[src/rtl/row_ser_pkg.sv]
// Shared constants and state type for the row serializer slice.
package row_ser_pkg;

    localparam int                BITS_ADC  = 12;
    localparam int                WORD_W    = BITS_ADC + 1;
    localparam logic [7:0]        SYNC_WORD = 8'hA5;
    localparam logic [WORD_W-1:0] IDLE_WORD = '1;

    typedef enum logic [2:0] {
        IDLE,
        SYNC,
        WAIT,
        DATA,
        DONE
    } state_e;

endpackage

[src/rtl/sync_word_fifo.sv]
// Synchronous word FIFO with occupancy output; full/empty are derived from the level.
module sync_word_fifo
    import row_ser_pkg::*;
#(
    parameter int DEPTH = 8,
    parameter int WIDTH = WORD_W
) (
    input  logic                   clk_i,
    input  logic                   rst_i,
    input  logic                   flush_i,
    input  logic                   push_i,
    input  logic                   pop_i,
    input  logic [WIDTH-1:0]       data_i,
    output logic [WIDTH-1:0]       data_o,
    output logic                   full_o,
    output logic                   empty_o,
    output logic [$clog2(DEPTH):0] level_o
);

    localparam int               PTR_W      = $clog2(DEPTH);
    localparam logic [PTR_W:0]   FULL_LEVEL = (PTR_W + 1)'(DEPTH);

    logic [WIDTH-1:0] mem_q [DEPTH];
    logic [PTR_W-1:0] wr_ptr_q, wr_ptr_d;
    logic [PTR_W-1:0] rd_ptr_q, rd_ptr_d;
    logic [PTR_W:0]   level_q, level_d;
    logic             do_push, do_pop;

    assign empty_o = (level_q == '0);
    assign full_o  = (level_q == FULL_LEVEL);
    assign level_o = level_q;
    assign data_o  = mem_q[rd_ptr_q];

    // A full FIFO refuses the push even when a pop happens in the same cycle; a pop against an empty FIFO is ignored.
    always_comb begin
        do_push  = push_i & ~full_o;
        do_pop   = pop_i & ~empty_o;
        wr_ptr_d = wr_ptr_q;
        rd_ptr_d = rd_ptr_q;
        level_d  = level_q;
        if (do_push) begin
            wr_ptr_d = wr_ptr_q + 1'b1;
        end
        if (do_pop) begin
            rd_ptr_d = rd_ptr_q + 1'b1;
        end
        if (do_push && !do_pop) begin
            level_d = level_q + 1'b1;
        end else if (!do_push && do_pop) begin
            level_d = level_q - 1'b1;
        end
    end

    // Pointer and level registers; a flush empties the FIFO exactly like reset.
    always_ff @(posedge clk_i) begin
        if (rst_i || flush_i) begin
            wr_ptr_q <= '0;
            rd_ptr_q <= '0;
            level_q  <= '0;
        end else begin
            wr_ptr_q <= wr_ptr_d;
            rd_ptr_q <= rd_ptr_d;
            level_q  <= level_d;
        end
    end

    // Storage carries no reset: only entries between the pointers are ever read.
    always_ff @(posedge clk_i) begin
        if (do_push && !flush_i) begin
            mem_q[wr_ptr_q] <= data_i;
        end
    end

endmodule

[src/rtl/row_serializer.sv]
// Captures daisy-chain words for one row and emits frames (sync byte + words) MSB-first.
module row_serializer
    import row_ser_pkg::*;
#(
    parameter int WORDS_PER_FRAME = 32,
    parameter int FIFO_DEPTH      = 8
) (
    input  logic                        clk_50M,
    input  logic                        rst,
    input  logic [WORD_W-1:0]           word_in,
    input  logic                        word_stb,
    input  logic                        frame_start,
    output logic                        s_data,
    output logic                        data_valid,
    output logic                        frame_done,
    output logic                        overflow,
    output logic [$clog2(FIFO_DEPTH):0] fifo_level
);

    localparam int                 CNT_W     = $clog2((WORD_W > 8) ? WORD_W : 8);
    localparam int                 WC_W      = $clog2(WORDS_PER_FRAME) + 1;
    localparam logic [CNT_W-1:0]   SYNC_TOP  = CNT_W'(7);
    localparam logic [CNT_W-1:0]   WORD_TOP  = CNT_W'(BITS_ADC);
    localparam logic [WC_W-1:0]    LAST_WORD = WC_W'(WORDS_PER_FRAME - 1);

    state_e             state_q, state_d;
    logic [CNT_W-1:0]   bit_cnt_q, bit_cnt_d;
    logic [WC_W-1:0]    word_cnt_q, word_cnt_d;
    logic [WORD_W-1:0]  shreg_q, shreg_d;
    logic               overflow_q, overflow_d;

    logic               abort;
    logic               push_req;
    logic               pop_req;
    logic               fifo_full;
    logic               fifo_empty;
    logic [WORD_W-1:0]  fifo_data;
    logic               s_data_c;
    logic               valid_c;
    logic               done_c;

    assign abort    = frame_start & (state_q != IDLE);
    assign push_req = word_stb & (word_in != IDLE_WORD) & (state_q != IDLE) & ~frame_start;

    sync_word_fifo #(
        .DEPTH (FIFO_DEPTH),
        .WIDTH (WORD_W)
    ) u_fifo (
        .clk_i   (clk_50M),
        .rst_i   (rst),
        .flush_i (abort),
        .push_i  (push_req),
        .pop_i   (pop_req),
        .data_i  (word_in),
        .data_o  (fifo_data),
        .full_o  (fifo_full),
        .empty_o (fifo_empty),
        .level_o (fifo_level)
    );

    // Frame sequencing and shifting; at the end of the header or of a word the next
    // buffered word is loaded straight away so data_valid only drops while starved.
    always_comb begin
        state_d    = state_q;
        bit_cnt_d  = bit_cnt_q;
        word_cnt_d = word_cnt_q;
        shreg_d    = shreg_q;
        pop_req    = 1'b0;
        s_data_c   = 1'b0;
        valid_c    = 1'b0;
        done_c     = 1'b0;
        overflow_d = overflow_q | (push_req & fifo_full);

        case (state_q)
            IDLE: begin
                if (frame_start) begin
                    state_d    = SYNC;
                    bit_cnt_d  = SYNC_TOP;
                    word_cnt_d = '0;
                end
            end
            SYNC: begin
                s_data_c = SYNC_WORD[bit_cnt_q[2:0]];
                valid_c  = 1'b1;
                if (bit_cnt_q == '0) begin
                    if (!fifo_empty) begin
                        pop_req   = 1'b1;
                        shreg_d   = fifo_data;
                        bit_cnt_d = WORD_TOP;
                        state_d   = DATA;
                    end else begin
                        state_d = WAIT;
                    end
                end else begin
                    bit_cnt_d = bit_cnt_q - 1'b1;
                end
            end
            WAIT: begin
                if (!fifo_empty) begin
                    pop_req   = 1'b1;
                    shreg_d   = fifo_data;
                    bit_cnt_d = WORD_TOP;
                    state_d   = DATA;
                end
            end
            DATA: begin
                s_data_c = shreg_q[WORD_W-1];
                valid_c  = 1'b1;
                if (bit_cnt_q == '0) begin
                    word_cnt_d = word_cnt_q + 1'b1;
                    if (word_cnt_q == LAST_WORD) begin
                        state_d = DONE;
                    end else if (!fifo_empty) begin
                        pop_req   = 1'b1;
                        shreg_d   = fifo_data;
                        bit_cnt_d = WORD_TOP;
                    end else begin
                        state_d = WAIT;
                    end
                end else begin
                    shreg_d   = {shreg_q[WORD_W-2:0], 1'b0};
                    bit_cnt_d = bit_cnt_q - 1'b1;
                end
            end
            DONE: begin
                done_c  = 1'b1;
                state_d = IDLE;
            end
            default: begin
                state_d = IDLE;
            end
        endcase

        if (abort) begin
            state_d    = SYNC;
            bit_cnt_d  = SYNC_TOP;
            word_cnt_d = '0;
            pop_req    = 1'b0;
        end
    end

    // State, counters, shift register and sticky overflow flag.
    always_ff @(posedge clk_50M) begin
        if (rst) begin
            state_q    <= IDLE;
            bit_cnt_q  <= '0;
            word_cnt_q <= '0;
            shreg_q    <= '0;
            overflow_q <= 1'b0;
        end else begin
            state_q    <= state_d;
            bit_cnt_q  <= bit_cnt_d;
            word_cnt_q <= word_cnt_d;
            shreg_q    <= shreg_d;
            overflow_q <= overflow_d;
        end
    end

    assign s_data     = s_data_c;
    assign data_valid = valid_c;
    assign frame_done = done_c;
    assign overflow   = overflow_q;

endmodule

[config.mk]
export PLATFORM = sky130hd
export DESIGN_NAME = row_serializer
export DESIGN_NICKNAME = d
export VERILOG_FILES = /design/src/rtl/row_ser_pkg.sv /design/src/rtl/sync_word_fifo.sv /design/src/rtl/row_serializer.sv
export SDC_FILE = /design/constraint.sdc
export NUM_CORES = 1
export LEC_CHECK = 0
export BUFFER_PORTS_ARGS = -buffer_cell sky130_fd_sc_hd__buf_4
export CAP_MARGIN = 30
export CELL_PAD_IN_SITES_DETAIL_PLACEMENT = 0
export CELL_PAD_IN_SITES_GLOBAL_PLACEMENT = 1
export CORE_MARGIN = 5
export CORE_UTILIZATION = 47
export CTS_BUF_LIST = sky130_fd_sc_hd__clkbuf_2 sky130_fd_sc_hd__clkbuf_4 sky130_fd_sc_hd__clkbuf_8
export DETAILED_ROUTE_END_ITERATION = 10
export PLACE_DENSITY_LB_ADDON = 0.1
export SETUP_SLACK_MARGIN = 0.02
export SYNTH_ARGS = -nofsm -noshare
export SYNTH_HDL_FRONTEND = slang
export SYNTH_SLANG_ARGS = --single-unit
[constraint.sdc]
create_clock -name clk_50M -period 3.3 [get_ports clk_50M]
set_input_delay 0 -clock clk_50M [delete_from_list [all_inputs] [get_ports clk_50M]]
set_output_delay 0 -clock clk_50M [all_outputs]
set_load 0.005 [all_outputs]
==> flow_summary.yaml <==
status:
  status: "finished clean"
detailed_routing:
  vias_per_cell: 5.624
  vias: 3824
  ant_nets: 0
  wirelength_um: 13180
  drc_errors: 0
  avgRoutedWirePerCell_um: 19.38
  drt_pass1_iterations: 5
  drtIter0Drc: 285
sta:
  tns_ps: 0
  slew_viol_final: 0
  setup_viol: 0
  max-slew-margin-rel: 0.4577
  rsz0062_at_grt: "no"
  fmaxAchievable_mhz: 337.9
  worstMarginPinSlew_ps: 813.5
  hold_viol: 0
  fin_crit_ps: 2959
  hold_slack_ps: 80.45
  fin_crit_sh: 0.8968
  skew_ps: 10.79
placed_design:
  hpwl_um: 8522
  io_buffers: 24
  place.gp.congestion: 0.8857
clock_network:
  numCtsBuffers: 17
  cts_buffer_depth: 2
  worstSkewPairLatency_ps: 440
  cts_root_buf: "clkbuf_8"
  cts_num_sinks: 145
  htree_levels: 4
  clk_pin_slew_ps: 80
  cts_tree: "done"
logic_synthesis:
  ys_types: 60
  yosysWarnings: 0
  yosys.area.top_type_share: 0.5080
  ys_seq_area_frac: 0.6416
  async_flop_share: 0
  syn_avg_cell_area_um2: 14.00
  syn_area_mm2: 0.006147
  ys_top_cells_by_area: "edfxtp_1, dfxtp_1, mux2i_1, a22oi_1, nor2_1"
  synth_cells: 439
  synth-edff-count: 104
  synth_nets: 465
  synth_area_leader_cell: "edfxtp_1"
  synth_flop_cell: "edfxtp_1"
  synth-seq-cells: 145
  synth_most_common_cell: "edfxtp_1"
  synth_common_cells: "edfxtp_1, mux2i_1, dfxtp_1, nor2_1, a22oi_1"
floorplanning:
  rows: 41
  chipWidth_um: 124.4
  start_util: 0.4832
  io_pins: 25
  core_mm2: 0.01272
  dieArea_mm2: 0.01547
  die_height_um: 124.4
job:
  drv_cap: 0
worst_setup_path:
  worstSetupStartpointType: "flip-flop"
  cp.required_ps: 3650
  arrival_ps: 3310
  path_max_fanout: 7
  crit_type: "flip-flop to flip-flop"
  cp-end-kind: "flip-flop"
power:
  irDropWorstVdd_uv: 391.9
  leakage_uw: 0.002345
  p_per_area_mw_per_mm2: 533.9
global_route:
  grt_pass1_wl_um: 20560
  grt_pass1_vias: 3771
  grt_max_degree: 25
  grt_use_total: 0.1722
  grt_remaining_overflow: 0
  antenna_found_initial: 0
cells_and_area:
  multiInputGateArea_mm2: 0.002079
  regArea_mm2: 0.003945
  drive_gt1_frac: 0.1949
  syn2layout_area_growth_pct: 16.08
  nets: 521
  num_antenna_cells: 0
  nFillCells: 1139
min_path:
  hold_path.class: "primary input to flip-flop"
[what timing repair did]
item | CTS | global route
setup buffers | 0 | 0
endpoints found under the setup margin | 0 | 1
hold buffers | 16 | 0
endpoints found under the hold margin | 110 | 0
resized for setup | 0 | 0
[registers in the layout, summed over array words and instances (netlist names), named ones only]
| name | flops |
|---|---|
| u_fifo.mem_q | 104 |
| bit_cnt_q | 4 |
| u_fifo.wr_ptr_q | 3 |
| overflow | 1 |
| u_fifo.level_o | 4 |
| u_fifo.rd_ptr_q | 3 |
| state_q | 3 |
| word_cnt_q | 6 |
| shreg_q | 13 |
[worst paths after layout]
path	end	startpoint	slack (ps)	cells past startpoint
max reg2reg	u_fifo.level_o[3]	bit_cnt_q[0]	340	14
max	u_fifo.level_o[3]	bit_cnt_q[0]	340	14
min reg2reg	shreg_q[12]	shreg_q[12]	470	1
min	overflow	word_stb	80	5
[worst max-delay path, stage by stage, from the launching register on]
cell      delay [ps]
dfxtp_1          450
inv_1            110
ha_1             260
and4bb_4         250
o21ai_1          200
nor3_2            80
inv_1             80
ha_1             180
inv_1             90
ha_1             280
a21o_1           180
a21oi_1          180
xnor2_1           90
or3_1            300
a21oi_1          140
[layer usage]
layer | vias to the layer above | global-route usage | share of wire
met3 | 11 | 0.04760 | 0.051
met2 | 86 | 0.2583 | 0.46
li1 | 1828 | - | -
met5 | - | 0 | 0
met4 | 0 | 0.04900 | 0.0080
met1 | 1899 | 0.2461 | 0.48
[area by class of cell]
class	count	area share
multi-input cells	261	0.2914
repair buffers	61	0.07154
inverters	9	0.004734
clock buffers	25	0.04384
well taps	172	0.03016
flip-flops and latches	145	0.5529
clock inverters	7	0.005436
[placed cells by master (no fill, tap or decap), types with 4 or more instances in the layout]
cell type / Yosys / layout
nor2_1: 30 / 30
xnor2_1: 8 / 8
a21oi_1: 12 / 12
dlygate4sd3_1: 0 / 16
nand3_1: 4 / 4
clkbuf_4: 0 / 5
inv_1: 8 / 8
nor3_1: 10 / 8
buf_4: 2 / 44
nor2b_1: 5 / 5
a32oi_1: 11 / 11
o21ai_0: 5 / 5
nor3b_2: 0 / 4
clkinv_2: 0 / 4
o2bb2ai_1: 12 / 12
a22oi_1: 24 / 24
edfxtp_1: 104 / 104
nand2_1: 12 / 12
dfxtp_1: 41 / 40
mux2i_1: 54 / 54
ha_1: 8 / 8
clkbuf_8: 0 / 20
[per-stage QoR]
step / total power, uW / cells / cell area [um^2] / utilization / worst slack (ps)
final: 3810 / 680 / 7136 / 0.5609 / 340.6
after global routing: 3995 / 680 / 7136 / 0.5609 / 42.38
after CTS: 3848 / 680 / 7136 / 0.5609 / 284.6
after detailed placement: 2599 / 632 / 6624 / 0.5207 / 319.9
after global placement: 2593 / 632 / 6624 / 0.5207 / 436.4
after floorplan: 2435 / 439 / 6147 / - / 481.2
[power by group]
group	internal, uW	switching (uW)
Combinational	223	295
Sequential	2000	61.5
Clock	614	620
Total	2830	976
[logic make-up (layout without fill, tap and decap cells)]
logic type / Yosys count / count (layout) / synth area share
multiplexers: 56 / 56 / 0.09526
AO/OA/AOI/OAI: 95 / 95 / 0.1225
buffers and inverters: 33 / 102 / 0.02503
XOR/XNOR: 9 / 9 / 0.01282
AND/OR/NAND/NOR: 92 / 92 / 0.08325
adder cells (fa/ha/maj): 9 / 9 / 0.01954
flip-flops: 145 / 145 / 0.6416
Note: power is estimated with default switching activity, not from simulation.
